`src/rtl/fetch_unit.sv`:
```
// Instruction fetch stage: owns the PC, issues credit-limited word fetches and
// buffers in-order responses in a prefetch queue presented to decode.
module fetch_unit #(
    parameter int              XLEN     = 32,
    parameter int              DEPTH    = 4,
    parameter logic [XLEN-1:0] RESET_PC = '0
) (
    input  logic            clk,
    input  logic            reset,
    output logic            IFreq_valid,
    output logic [XLEN-1:0] IFreq_addr,
    input  logic            IFreq_ready,
    input  logic            IFrsp_valid,
    input  logic [XLEN-1:0] IFrsp_data,
    output logic            IFinstr_valid,
    output logic [XLEN-1:0] IFinstr,
    output logic [XLEN-1:0] IFpc,
    input  logic            IFinstr_ready,
    input  logic            IFredirect,
    input  logic [XLEN-1:0] IFredirect_pc
);
    localparam int AW = $clog2(DEPTH);
    localparam int CW = AW + 1;

    typedef enum logic [0:0] {FETCH, DRAIN} state_t;

    state_t          state, state_next;
    logic            started;
    logic [XLEN-1:0] fetch_pc;
    logic [CW-1:0]   outstanding, outstanding_next;
    logic [CW-1:0]   q_cnt, q_cnt_next;
    logic [CW:0]     credit_used;
    logic [AW-1:0]   inf_wr, inf_rd, q_wr, q_rd;
    logic [XLEN-1:0] inf_pc  [DEPTH];
    logic [XLEN-1:0] q_instr [DEPTH];
    logic [XLEN-1:0] q_pc    [DEPTH];
    logic            req_fire, rsp_take, push, pop;

    function automatic logic [XLEN-1:0] align_word(input logic [XLEN-1:0] addr);
        return {addr[XLEN-1:2], 2'b00};
    endfunction

    // Queue slots plus in-flight requests never exceed DEPTH, so responses need no backpressure.
    assign credit_used   = {1'b0, q_cnt} + {1'b0, outstanding};
    assign IFreq_valid   = started && (state == FETCH) && (credit_used < (CW+1)'(DEPTH));
    assign IFreq_addr    = fetch_pc;
    assign req_fire      = IFreq_valid && IFreq_ready;
    assign rsp_take      = IFrsp_valid && (outstanding != '0);
    assign push          = rsp_take && (state == FETCH) && !IFredirect;
    assign IFinstr_valid = (q_cnt != '0);
    assign pop           = IFinstr_valid && IFinstr_ready && !IFredirect;
    assign IFinstr       = IFinstr_valid ? q_instr[q_rd] : '0;
    assign IFpc          = IFinstr_valid ? q_pc[q_rd]    : '0;

    assign outstanding_next = outstanding + CW'(req_fire) - CW'(rsp_take);

    always_comb begin
        state_next = state;
        q_cnt_next = q_cnt + CW'(push) - CW'(pop);
        if (IFredirect) begin
            q_cnt_next = '0;
        end
        // A redirect with fetches still in flight must swallow their stale responses.
        if (IFredirect || (state == DRAIN)) begin
            state_next = (outstanding_next == '0) ? FETCH : DRAIN;
        end
    end

    // Stage boundary: control state
    always_ff @(posedge clk) begin
        if (reset) begin
            state       <= FETCH;
            started     <= 1'b0;
            fetch_pc    <= RESET_PC;
            outstanding <= '0;
            q_cnt       <= '0;
            inf_wr      <= '0;
            inf_rd      <= '0;
            q_wr        <= '0;
            q_rd        <= '0;
        end else begin
            state       <= state_next;
            started     <= 1'b1;
            outstanding <= outstanding_next;
            q_cnt       <= q_cnt_next;
            if (IFredirect) begin
                fetch_pc <= align_word(IFredirect_pc);
            end else if (req_fire) begin
                fetch_pc <= fetch_pc + XLEN'(4);
            end
            if (req_fire) inf_wr <= inf_wr + AW'(1);
            if (rsp_take) inf_rd <= inf_rd + AW'(1);
            if (IFredirect) begin
                q_wr <= '0;
                q_rd <= '0;
            end else begin
                if (push) q_wr <= q_wr + AW'(1);
                if (pop)  q_rd <= q_rd + AW'(1);
            end
        end
    end

    // Stage boundary: in-flight PC tags and prefetch queue storage
    always_ff @(posedge clk) begin
        if (req_fire) begin
            inf_pc[inf_wr] <= fetch_pc;
        end
        if (push) begin
            q_instr[q_wr] <= IFrsp_data;
            q_pc[q_wr]    <= inf_pc[inf_rd];
        end
    end
endmodule

```
`config.mk`:
```
export PLATFORM = sky130hd
export DESIGN_NAME = fetch_unit
export DESIGN_NICKNAME = d
export VERILOG_FILES = /design/src/rtl/fetch_unit.sv
export SDC_FILE = /design/constraint.sdc
export NUM_CORES = 1
export LEC_CHECK = 0
export CAP_MARGIN = 20
export CORE_MARGIN = 4
export CORE_UTILIZATION = 40
export CTS_BUF_LIST = sky130_fd_sc_hd__clkbuf_4 sky130_fd_sc_hd__clkbuf_8 sky130_fd_sc_hd__clkbuf_16
export CTS_CLUSTER_SIZE = 40
export DETAILED_ROUTE_END_ITERATION = 16
export DONT_BUFFER_PORTS = 1
export GPL_TIMING_DRIVEN = 1
export PLACE_DENSITY = 0.61
export SYNTH_ARGS = -nofsm -noshare
export SYNTH_HDL_FRONTEND = slang
export SYNTH_SLANG_ARGS = --single-unit
```
`constraint.sdc`:
```
create_clock -name clk -period 3.6 [get_ports clk]
set_input_delay 0.36 -clock clk [delete_from_list [all_inputs] [get_ports clk]]
set_output_delay 0.36 -clock clk [all_outputs]
set_load 0.02 [all_outputs]
```
[Word-level counts from Yosys, hierarchy flattened]
Memory sizes are Yosys's and may differ from the RTL's. A register that Yosys moved wholly into a read port is not among the register bits.
Cells that the tools add are included.
Word-level totals
  logic and storage cells: 56
  memories kept: 3
  register bits: 48
  memory bits (writable): 384
Operators by class
  mux-type cells: 16
  reduce and logical (&&, ||, !) cells: 15
  bitwise gates (word level): 1
  $lt $le $gt $ge: 1
  $add $sub $neg: 10
Memories
  inf_pc: words 4, bits a word 32, read ports 1, clocked after memory_dff 1, write ports 1, RTL line 34  | logic [XLEN-1:0] inf_pc [DEPTH];
  q_instr: words 4, bits a word 32, read ports 1, clocked after memory_dff 1, write ports 1, RTL line 35  | logic [XLEN-1:0] q_instr [DEPTH];
  q_pc: words 4, bits a word 32, read ports 1, clocked after memory_dff 1, write ports 1, RTL line 36  | logic [XLEN-1:0] q_pc [DEPTH];
Operators by type and width (number)
  two-way mux 32 bit: 4
  adder 32 x 3 -> 32 bit (second input constant): 1
  two-way mux 2 bit: 6
  adder 2 x 1 -> 2 bit (second input constant): 4
  logical AND 1 bit: 8
  adder 3 x 1 -> 3 bit: 2
  two-way mux 1 bit: 6
  nonzero test 3 bit: 2
  subtractor 3 x 1 -> 3 bit: 2
  adder 3 x 3 -> 4 bit: 1
  < comparator 4 x 3 -> 1 bit (second input constant): 1
  logical NOT 3 bit: 1
  nonzero test 2 bit: 1
  OR reduction 2 bit: 1
  logical NOT 1 bit: 1
  logical OR 1 bit: 1
  inverter 1 bit: 1

[Depth between registers and ports, before layout]
Gate-level depths: netlist of the first run.
  depth after elaboration: 8
  depth in mapped cells: 12

[Least setup slack after synthesis of the first run]
No wires, ideal clock.
  kind: register to register
  from: reg outstanding[1]
  to: mem q_instr[0][0], enable pin
  data required time: 3173 ps
  data arrival time: 2150 ps
  buffers on the path: 0
  stages on the path, launching flop included: 3
  period minus slack after synthesis: 2577 ps
  slack: 1023 ps
  path through: dfxtp_1 -> o31a_1 -> and3_1
On the way
  word-level cells in the longest chain between the ends: 6
RTL lines
  start: declaration: RTL line 30  | logic [CW-1:0] outstanding, outstanding_next;
  start signal: assignment: RTL line 84  | outstanding <= outstanding_next;
  nonzero test 3 bit: RTL line 48  | assign rsp_take = IFrsp_valid && (outstanding != '0);
  logical AND 1 bit: RTL line 48
  net rsp_take: RTL line 37  | logic req_fire, rsp_take, push, pop;
  logical AND 1 bit (2 in series): RTL line 49  | assign push = rsp_take && (state == FETCH) && !IFredirect;
  two-way mux 1 bit: RTL line 108  | if (push) begin
  two-way mux 1 bit (not written as such): RTL line 109  | q_instr[q_wr] <= IFrsp_data;
  end: declaration: RTL line 35
The timed path passes the listed nets, and every way through them passes these cells.

==> results.txt, run 1 <==
FF-to-FF Start -> IFreq_addr[12]
Std cell rows -> 73
Post-synth ARST share -> 0
Mapped cell area -> 0.0163 mm^2
Pre-CTS WS -> 936 ps
Reg area -> 0.0121 mm^2
Yosys warnings -> 0
Layout Skew -> 21.7 ps
Seq/Total Area, Yosys -> 0.738
Nets -> 1042
Final wirelength -> 33600 um
# fillers -> 3357
IO Port Bufs -> 0
Die area -> 0.0441 mm^2
CTS Buffer Depth -> 3
Critical path required time -> 3240 ps
Critical Path End -> IFinstr[0]
Vias in the first global route -> 8376
Vias/cell -> 5.27
Design Area, Final -> 0.0191 mm^2
Detailed-placement wirelength estimate -> 20900 um
1st-iter DRT viols -> 533
H-tree depth -> 2
Total Power -> 11.3 mW
ANT cells -> 0
Area of the multi-input gates -> 0.00404 mm^2
# clock sinks -> 418
DRC viols -> 0
Final slew viol count -> 0
Routed Antenna Nets -> 0
Peak VDD IR -> 0.446 mV
Lkg Pwr -> 6.04 nW
Status -> complete, no violations
Setup violators final -> 0
Largest net degree at the start of global routing -> 65
Die H -> 210 um
Critical Path AT -> 2420 ps
Cell area after placement -> 0.0171 mm^2
Synth area leader -> edfxtp_1
Root Buffer -> clkbuf_16
Worst-Skew Late Latency -> 560 ps
First-pass GRT wire length -> 51400 um
Post-cts sizing count -> 0
DRT Pass-1 Iters -> 4
R2R Path End -> IFreq_addr[26]
Slew headroom -> 0.419
RSZ-0062 raised after global routing -> no
Least-Margin Pin Slew -> 871 ps
Avg Cell Area, Syn -> 18.8 um^2
Initial antenna violation count -> 2
Seq cells post-synth -> 418
Final min period -> 2780 ps
Synth cell types -> 45
Synth Instances -> 869
Worst-path clk slew -> 60 ps
GRT overflow -> 0
Max-Cap Viols -> 0
Area delta synth->final -> 16.7%
Reg2Reg Depth -> 5
Crit share post-route -> 0.771
Pwr/cell area -> 595 mW/mm^2
Layout cell share with drive strength beyond 1 -> 0.203
Initial core utilization -> 0.408
Min-delay worst type -> primary input to flip-flop
PnR worst setup slack -> 823 ps
GP Congestion -> 0.752
Final hold vios -> 0
Area contributors post-synth -> edfxtp_1 (68%), mux4_2 (13%), dfxtp_1 (6.1%), and2_1 (2.7%), ha_1 (1.1%)
Fmax achieved -> 360 MHz
Path type of the worst setup path -> flip-flop to output pin
Vias -> 7980
Synth top area share -> 0.677
CTS tree -> built
Setup crit start kind -> flip-flop
Hold WS -> 47.5 ps
Post-CTS Setup Bufs -> 0
I/O pins -> 168
Chip Width -> 210 um
CTS buffer count -> 43
CORE AREA -> 0.0400 mm^2
Wire per inst -> 22.2 um
Most used DFF post-synth -> edfxtp_1
Overall Global Routing Usage -> 0.153
FF-to-FF setup slack -> 950 ps
Setup TNS -> 0 ps
EDFF count, synth -> 368
Worst Path Max Fanout -> 19
Worst Setup End Kind -> output pin
metal layers:
layer  share of wire  global-route usage  vias up
li1                -                   -     3615
met1            0.43               0.205     4102
met2            0.49               0.255      222
met3           0.060              0.0411       41
met4           0.017              0.0335        0
met5               0                   0        -
kinds of logic (layout without fill, tap and decap cells):
kind of cell             after synthesis  count (layout)  share of synthesized area
other                                  1               4                   0.000230
AND/OR/NAND/NOR                      203             203                     0.0685
multiplexers                          93              93                      0.128
adder cells (fa/ha/maj)               17              17                     0.0140
AO/OA/AOI/OAI                         42              42                     0.0186
XOR/XNOR                              31              31                     0.0166
buffers and inverters                 64             180                     0.0162
flip-flops                           418             418                      0.738
cell usage in the layout (no fill, tap or decap), types with 3 or more instances in the layout:
| cell | count |
|---|---|
| edfxtp_1 | 368 |
| mux4_2 | 92 |
| and2_1 | 71 |
| dlygate4sd3_1 | 59 |
| dfxtp_1 | 46 |
| clkbuf_16 | 43 |
| nor2_1 | 42 |
| buf_4 | 22 |
| xnor2_1 | 19 |
| a211oi_1 | 19 |
| nand2_1 | 18 |
| nand3_1 | 17 |
| ha_1 | 15 |
| inv_1 | 14 |
| nand4_1 | 12 |
| xor2_1 | 12 |
| clkinv_1 | 11 |
| nor4_1 | 8 |
| clkbuf_4 | 8 |
| nor3_1 | 7 |
| clkinv_2 | 7 |
| and3_1 | 6 |
| buf_12 | 6 |
| o21ai_0 | 5 |
| a311oi_1 | 5 |
| and3_4 | 4 |
| a21oi_1 | 4 |
| or3_1 | 4 |
| conb_1 | 4 |
| and4_1 | 3 |
| or4_1 | 3 |
| bufinv_16 | 3 |
| clkinvlp_4 | 3 |
worst min-delay path by stage:
stage                           from            end  slack (ps)  cells after the start
finish              IFredirect_pc[8]  IFreq_addr[8]          50                      2
global route                   reset       q_cnt[1]          20                      2
CTS                            reset       q_cnt[0]           5                      2
detailed placement             reset      flip-flop         430                      1
global placement               reset      flip-flop         430                      1
floorplan              IFrsp_data[0]  q_instr[0][0]         460                      0
metrics by stage:
step / cells / utilization
after global placement: 1375 / 0.427
after CTS: 1513 / 0.476
final: 1513 / 0.476
after global routing: 1513 / 0.476
after floorplan: 872 / -
after detailed placement: 1375 / 0.427
cells in the mapped netlist, types with 4 or more instances:
cell type and n:
clkbuf_1 33, xnor2_1 19, and3_1 10, a311oi_1 5, ha_1 15, xor2_1 12
dfxtp_1 50, edfxtp_1 368, inv_1 14, o21ai_0 5, mux4_2 92, nor4_1 8
nor2_1 42, a21oi_1 4, buf_4 4, or3_1 5, buf_2 6, nand4_1 12
buf_1 5, nor3_1 7, and2_1 71, a211oi_1 19, nand3_1 17, nand2_1 18
sequential cells by signal, summed over array words and instances (netlist names), named ones only:
name,count
q_wr,2
inf_rd,2
outstanding,3
IFreq_addr,30
q_rd,2
state,1
started,1
inf_wr,2
q_cnt,3
q_pc,120
inf_pc,120
q_instr,128
area by class of cell:
cell class              instances  area share
clock buffers                  51      0.0596
clock inverters                27      0.0121
multi-input cells             390       0.212
flip-flops and latches        418       0.633
repair buffers                 87      0.0460
well taps                     525      0.0345
inverters                      15     0.00295
what timing repair did:
item,in CTS,in global routing
hold endpoints to repair,167,0
hold buffers,60,0
endpoints found under the setup margin,0,0
worst max-delay path, cell delays in order (launching register included):
cell	delay [ps]
dfxtp_4	650
buf_4	370
mux4_2	550
and2_1	270
power by group:
group | internal (mW) | leakage, nW | switching [mW]
combinational | 0.524 | 1.61 | 0.713
clock | 2.48 | 0.672 | 1.78
sequential | 5.68 | 3.76 | 0.171
Power figures use the tool's default switching activity.
==> run 2, diff against run 1 <==
- clock period: 3.6 -> 2.62 ns (I/O delays scaled with it)
==> run 2 against run 1 <==
  * Sequential power grew 37%
  * Non-clock buffer count grew 38
  * Critical path depth is the same
  * Sequential share of layout area shrank 2.2 points
  * Critical endpoint is now IFpc[4]
  * Largest power group unchanged
==> results.txt, run 2 (synthesized netlist as in run 1, its figures left out) <==
Hold endpoint -> IFreq_addr[22]
Initial antenna violation count -> 0 (-2)
Fmax achieved -> 413 MHz
FF-to-FF Start -> outstanding[2]
Clk network pwr share -> 0.405 (+0.030)
Min-delay worst type -> primary input to flip-flop
Max-Cap Viols -> 0 (unchanged)
Detailed-placement wirelength estimate -> 21400 um (+2.5%)
Worst-path clk slew -> 60 ps (about the same)
Critical Path AT -> 2160 ps (-260 ps)
FF-to-FF setup slack -> 240 ps (-710 ps)
Worst Setup End Kind -> output pin
Chip Width -> 210 um (unchanged)
Hold depth -> 3 (+1)
Worst path depth -> 3 (unchanged)
Peak VDD IR -> 0.506 mV (+13%)
Die H -> 210 um (unchanged)
Setup crit start kind -> flip-flop
Die area -> 0.0441 mm^2 (unchanged)
Switching share of power -> 0.227 (-0.00774)
Vias/cell -> 5.26 (-0.31%)
Status -> complete, no violations
Most common cell after layout, fill and taps aside -> edfxtp_1
Nets -> 1081 (+3.7%)
GRT overflow -> 0 (unchanged)
Commonest cells after routing, fill and taps aside -> edfxtp_1 (368), mux4_2 (92), and2_1 (71), dlygate4sd3_1 (67), dfxtp_1 (47)
Slowest CP cell -> or3_2
Worst Path Max Fanout -> 64 (+45)
Vias -> 8176 (+2.5%)
Buf/Inv on CP -> 1 (unchanged)
DRT Pass-1 Iters -> 5 (+1)
ANT cells -> 0 (unchanged)
RSZ-0062 raised after global routing -> no
Setup violators final -> 0 (unchanged)
Worst-Skew Late Latency -> 560 ps (about the same)
Wire per inst -> 22.1 um (-0.55%)
GP Congestion -> 0.743 (-1.2%)
First-pass GRT wire length -> 53400 um (+3.9%)
Layout Skew -> 15.8 ps (-5.91 ps)
Root Buffer -> clkbuf_16
Hold WS -> 42.2 ps (-5.32 ps)
Worst-path cell chain -> or3_2, buf_4, and2_1
Max incr delay on CP -> 490 ps (-160 ps)
Vias in the first global route -> 8612 (+2.8%)
Final wirelength -> 34400 um (+2.2%)
# clock sinks -> 418 (unchanged)
Final design utilization -> 0.493 (+0.0168)
Max FFs per register -> 128 (unchanged)
R2R Path End -> state
I/O pins -> 168 (unchanged)
Pwr/cell area -> 843 mW/mm^2 (+42%)
Slew headroom -> 0.505 (+0.0861)
CORE AREA -> 0.0400 mm^2 (unchanged)
Final slew viol count -> 0 (unchanged)
Combinational share of power -> 0.114 (+0.005)
1st-iter DRT viols -> 565 (+6.0%)
Std cell rows -> 73 (unchanged)
Lkg Pwr -> 6.38 nW (+5.7%)
Area delta synth->final -> 20.9%
Critical path required time -> 2360 ps (-880 ps)
Least-Margin Pin Slew -> 742 ps (-129 ps)
H-tree depth -> 2 (unchanged)
Largest net degree at the start of global routing -> 65 (unchanged)
Crit share post-route -> 0.925
Path type of the worst setup path -> flip-flop to output pin
DRC viols -> 0 (unchanged)
Initial core utilization -> 0.408 (unchanged)
CP delay by family, top -> simple AND/OR/NAND/NOR gates
Layout cell share with drive strength beyond 1 -> 0.231 (+0.0276)
Overall Global Routing Usage -> 0.158 (+0.00490)
Flop pwr share -> 0.480 (-0.036)
Routed Antenna Nets -> 0 (unchanged)
Hold wc startpoint -> IFredirect
Pint -> 12.9 mW (+48%)
CTS tree -> built
Final min period -> 2420 ps
Setup TNS -> 0 ps (unchanged)
CTS buffer count -> 44 (+2.3%)
Net Switching -> 3.77 mW (+42%)
Largest regs -> q_instr x128, inf_pc x120, q_pc x120
Top reg by flops -> q_instr
Final hold vios -> 0 (unchanged)
CTS Buffer Depth -> 3 (unchanged)
Reg2Reg Depth -> 10 (+5)
IO Port Bufs -> 0 (unchanged)
[run 2: changes by cell type in the layout (fill, tap and decap cells not counted), sizes merged]
cell / previous run / this run
clkinv: 21 / 17
buf: 28 / 58
inv: 15 / 18
dlygate4sd3: 59 / 67
bufinv: 3 / 10
clkinvlp: 3 / 1
[run 2: per-stage QoR]
step / instance area [um^2] / std cells / power, mW / setup slack [ps]
final: 19700 / 1555 / 16.6 / 197
after global routing: 19700 / 1555 / 17.4 / 53.7
after CTS: 19700 / 1555 / 16.9 / 112
after detailed placement: 17400 / 1402 / 9.96 / 212
after global placement: 17400 / 1402 / 9.91 / 273
after floorplan: 16300 / 872 / 9.35 / 43.0
[run 2: worst max-delay path by stage]
| stage | startpoint | endpoint |
|---|---|---|
| after global routing | outstanding[1] | state |
| after floorplan | outstanding[1] | q_instr[0][0] |
| final | q_cnt[2] | IFpc[4] |
| after CTS | q_cnt[1] | IFpc[19] |
| after global placement | outstanding[2] | state |
| after detailed placement | outstanding[2] | IFreq_addr[26] |
[run 2: cell type report]
class,instances,area [um^2]
Sequential cell,418,12100
Tap cell,525,657
Timing Repair Buffer,125,1310
Inverter,15,56.3
Clock buffer,51,1180
Fill cell,3298,20300
Clock inverter,31,415
Multi-Input combinational cell,390,4050
[run 2: what timing repair did]
item                       in CTS  in global routing
hold buffers                   68                  0
pin swaps                       0                  0
buffers inserted                3                  0
setup endpoints to repair       2                  5
resized for setup               0                  2
hold endpoints to repair      175                  0
[run 2: worst register-to-register path, delay by kind of cell, from the launching register on]
kind | cells | cell delay [ps]
AO/OA/AOI/OAI | 1 | 100
AND/OR/NAND/NOR | 2 | 360
flip-flops | 1 | 330
XOR/XNOR | 1 | 230
adder cells (fa/ha/maj) | 4 | 1120
buffers and inverters | 2 | 120
[run 2: power by group through the flow]
stage               sequential, mW  combinational [mW]  clock [mW]
floorplan                     8.12                1.23           0
global placement              8.12                1.78           0
detailed placement            8.14                1.82           0
CTS                           8.00                1.95        6.96
global route                  8.02                2.11        7.28
finish                        7.99                1.90        6.74
[run 2: layer usage]
| layer | routed length [um] | up-vias | global-route usage |
|---|---|---|---|
| li1 | - | 3702 | - |
| met1 | 14700 | 4208 | 0.213 |
| met2 | 17200 | 228 | 0.262 |
| met3 | 2060 | 38 | 0.0412 |
| met4 | 467 | 0 | 0.0347 |
| met5 | 0 | - | 0 |
==> run 3, diff against run 2 <==
- BUFFER_PORTS_ARGS: default -> -buffer_cell sky130_fd_sc_hd__buf_4
- DONT_BUFFER_PORTS: 1 -> default
- PLACE_DENSITY: 0.61 -> 0.65
==> run 3 against run 2 <==
  * Maximum frequency decreased by 1.5%
  * Design area increased by 2.9%
  * Via count increased by 5.8%
  * First-iteration DRC count increased by 13%
  * Highest routed layer unchanged
  * Non-clock buffer count increased by 125
  * Hold slack got worse by 25 ps
  * Cell count increased by 7.5%
  * Critical path depth increased by 1
  * Die area unchanged
==> results.txt, run 3 (synthesized netlist as in run 1, its figures left out) <==
# clock sinks -> 418 (unchanged)
Grt met2 use -> 0.262 (about the same)
Min-delay worst type -> primary input to flip-flop
Detailed-placement wirelength estimate -> 21900 um (+2.3%)
Top reg by flops -> q_instr
CORE AREA -> 0.0400 mm^2 (unchanged)
Initial antenna violation count -> 0 (unchanged)
Routed Antenna Nets -> 0 (unchanged)
Setup violators final -> 0 (unchanged)
Grt met1 use -> 0.222 (+0.00956)
FF-to-FF setup slack -> 200 ps (-40 ps)
Root Buffer -> clkbuf_16
CP delay by family, top -> simple AND/OR/NAND/NOR gates
Peak VDD IR -> 0.364 mV (-28%)
Total Power -> 15.9 mW (-4.5%)
Vias -> 8652 (+5.8%)
CTS tree -> built
Path type of the worst setup path -> flip-flop to output pin
Pwr/cell area -> 783 mW/mm^2 (-7.2%)
Max FFs per register -> 128 (unchanged)
Commonest cells after routing, fill and taps aside -> edfxtp_1 (368), buf_4 (195), mux4_2 (92), and2_1 (71), dfxtp_1 (47)
Final hold vios -> 0 (unchanged)
Worst-path cell chain -> or3_2, buf_4, and2_1, buf_4
Most common cell after layout, fill and taps aside -> edfxtp_1
DRC viols -> 0 (unchanged)
Area delta synth->final -> 24.3%
Vias in the first global route -> 9137 (+6.1%)
Slowest CP cell -> or3_2
Least-Margin Pin Slew -> 702 ps (-40.0 ps)
First-pass GRT wire length -> 54000 um (+1.2%)
Lkg Pwr -> 6.91 nW (+8.3%)
Critical path required time -> 2360 ps (about the same)
IO Port Bufs -> 161 (+161)
Die area -> 0.0441 mm^2 (unchanged)
PnR worst setup slack -> 159 ps (-38.0 ps)
Crit share post-route -> 0.939 (+0.0145)
DRT Pass-1 Iters -> 5 (unchanged)
Largest regs -> q_instr x128, inf_pc x120, q_pc x120
Post-CTS Setup Bufs -> 0 (-3)
Vias/cell -> 5.17 (-1.6%)
Pre-CTS WS -> 205 ps (-6.43 ps)
RSZ-0062 raised after global routing -> no
Nets -> 1205 (+11%)
Critical Path Most Common Cell -> buf_4
Worst-path clk slew -> 60 ps (about the same)
CTS Buffer Depth -> 3 (unchanged)
CTS buffer count -> 43 (-2.3%)
Layout cell share with drive strength beyond 1 -> 0.329 (+0.0976)
GRT overflow -> 0 (unchanged)
Fmax achieved -> 406 MHz (-1.5%)
Buf/Inv on CP -> 2 (+1)
Worst Path Max Fanout -> 64 (unchanged)
Largest net degree at the start of global routing -> 65 (unchanged)
1st-iter DRT viols -> 640 (+13%)
Die H -> 210 um (unchanged)
Critical Path AT -> 2200 ps (+40 ps)
Final slew viol count -> 0 (unchanged)
Grt peak-use layer -> met2
H-tree depth -> 2 (unchanged)
Initial core utilization -> 0.408 (unchanged)
GR Layer Usage met3 -> 0.0260 (-0.0152)
ANT cells -> 0 (unchanged)
Max incr delay on CP -> 490 ps (about the same)
Final wirelength -> 34500 um (+0.29%)
Overall Global Routing Usage -> 0.158 (about the same)
Worst-Skew Late Latency -> 530 ps (-30 ps)
Worst Setup End Kind -> output pin
Chip Width -> 210 um (unchanged)
Setup TNS -> 0 ps (unchanged)
Final min period -> 2460 ps (+38.0 ps)
Setup crit start kind -> flip-flop
Std cell rows -> 73 (unchanged)
Slew headroom -> 0.532 (+0.0267)
I/O pins -> 168 (unchanged)
Status -> complete, no violations
Wire per inst -> 20.6 um (-6.7%)
GP Congestion -> 0.789 (+6.3%)
Max-Cap Viols -> 0 (unchanged)
Layout Skew -> 13.5 ps (-2.22 ps)
run 3: power breakdown:
| group | leakage [nW] | internal [mW] | switching (mW) | total, mW |
|---|---|---|---|---|
| registers | 3.76 | 7.81 | 0.191 | 8.00 |
| clock network | 0.677 | 3.50 | 2.34 | 5.84 |
| logic | 2.48 | 0.957 | 1.09 | 2.04 |
run 3: stage by stage:
step           hold WS (ps)  cells  instance area, um^2  utilization
2_1_floorplan           361    872                16300            -
3_3_place_gp            463   1555                18500        0.463
3_5_place_dp            466   1555                18500        0.463
4_1_cts                1.69   1672                20300        0.507
5_1_grt                7.04   1672                20300        0.507
6_report               17.5   1672                20300        0.507
run 3: worst min-delay path, cell delays in order:
cell and delay [ps]:
buf_4 110, nor2_1 80, a311oi_1 50
run 3: area by class of cell:
type / count / area, um^2
clock buffer: 52 / 1150
clock inverter: 22 / 203
fill: 3281 / 19700
inverter: 15 / 56.3
multi-input combinational: 390 / 4040
sequential: 418 / 12100
tap: 525 / 657
timing repair buffer: 250 / 2130
run 3: what timing repair did:
| item | CTS | global route |
|---|---|---|
| gates resized for setup | 0 | 1 |
| endpoints found under the setup margin | 0 | 14 |
| endpoints found under the hold margin | 139 | 0 |
| hold buffers | 43 | 0 |
run 3: final timing paths:
check	end	startpoint	cells after the start
min reg2reg	inf_wr[1]	inf_wr[1]	2
max	IFpc[19]	q_cnt[2]	4
min	IFreq_addr[20]	IFredirect_pc[20]	3
max reg2reg	IFreq_addr[26]	outstanding[2]	7
run 3: per-layer routing:
metal  share of wire  vias to the layer above  wire [um]
met5               0                        -          0
met4           0.020                        0        689
met3           0.047                       53       1610
met2            0.49                      226      16900
met1            0.44                     4431      15300
li1                -                     3942          -
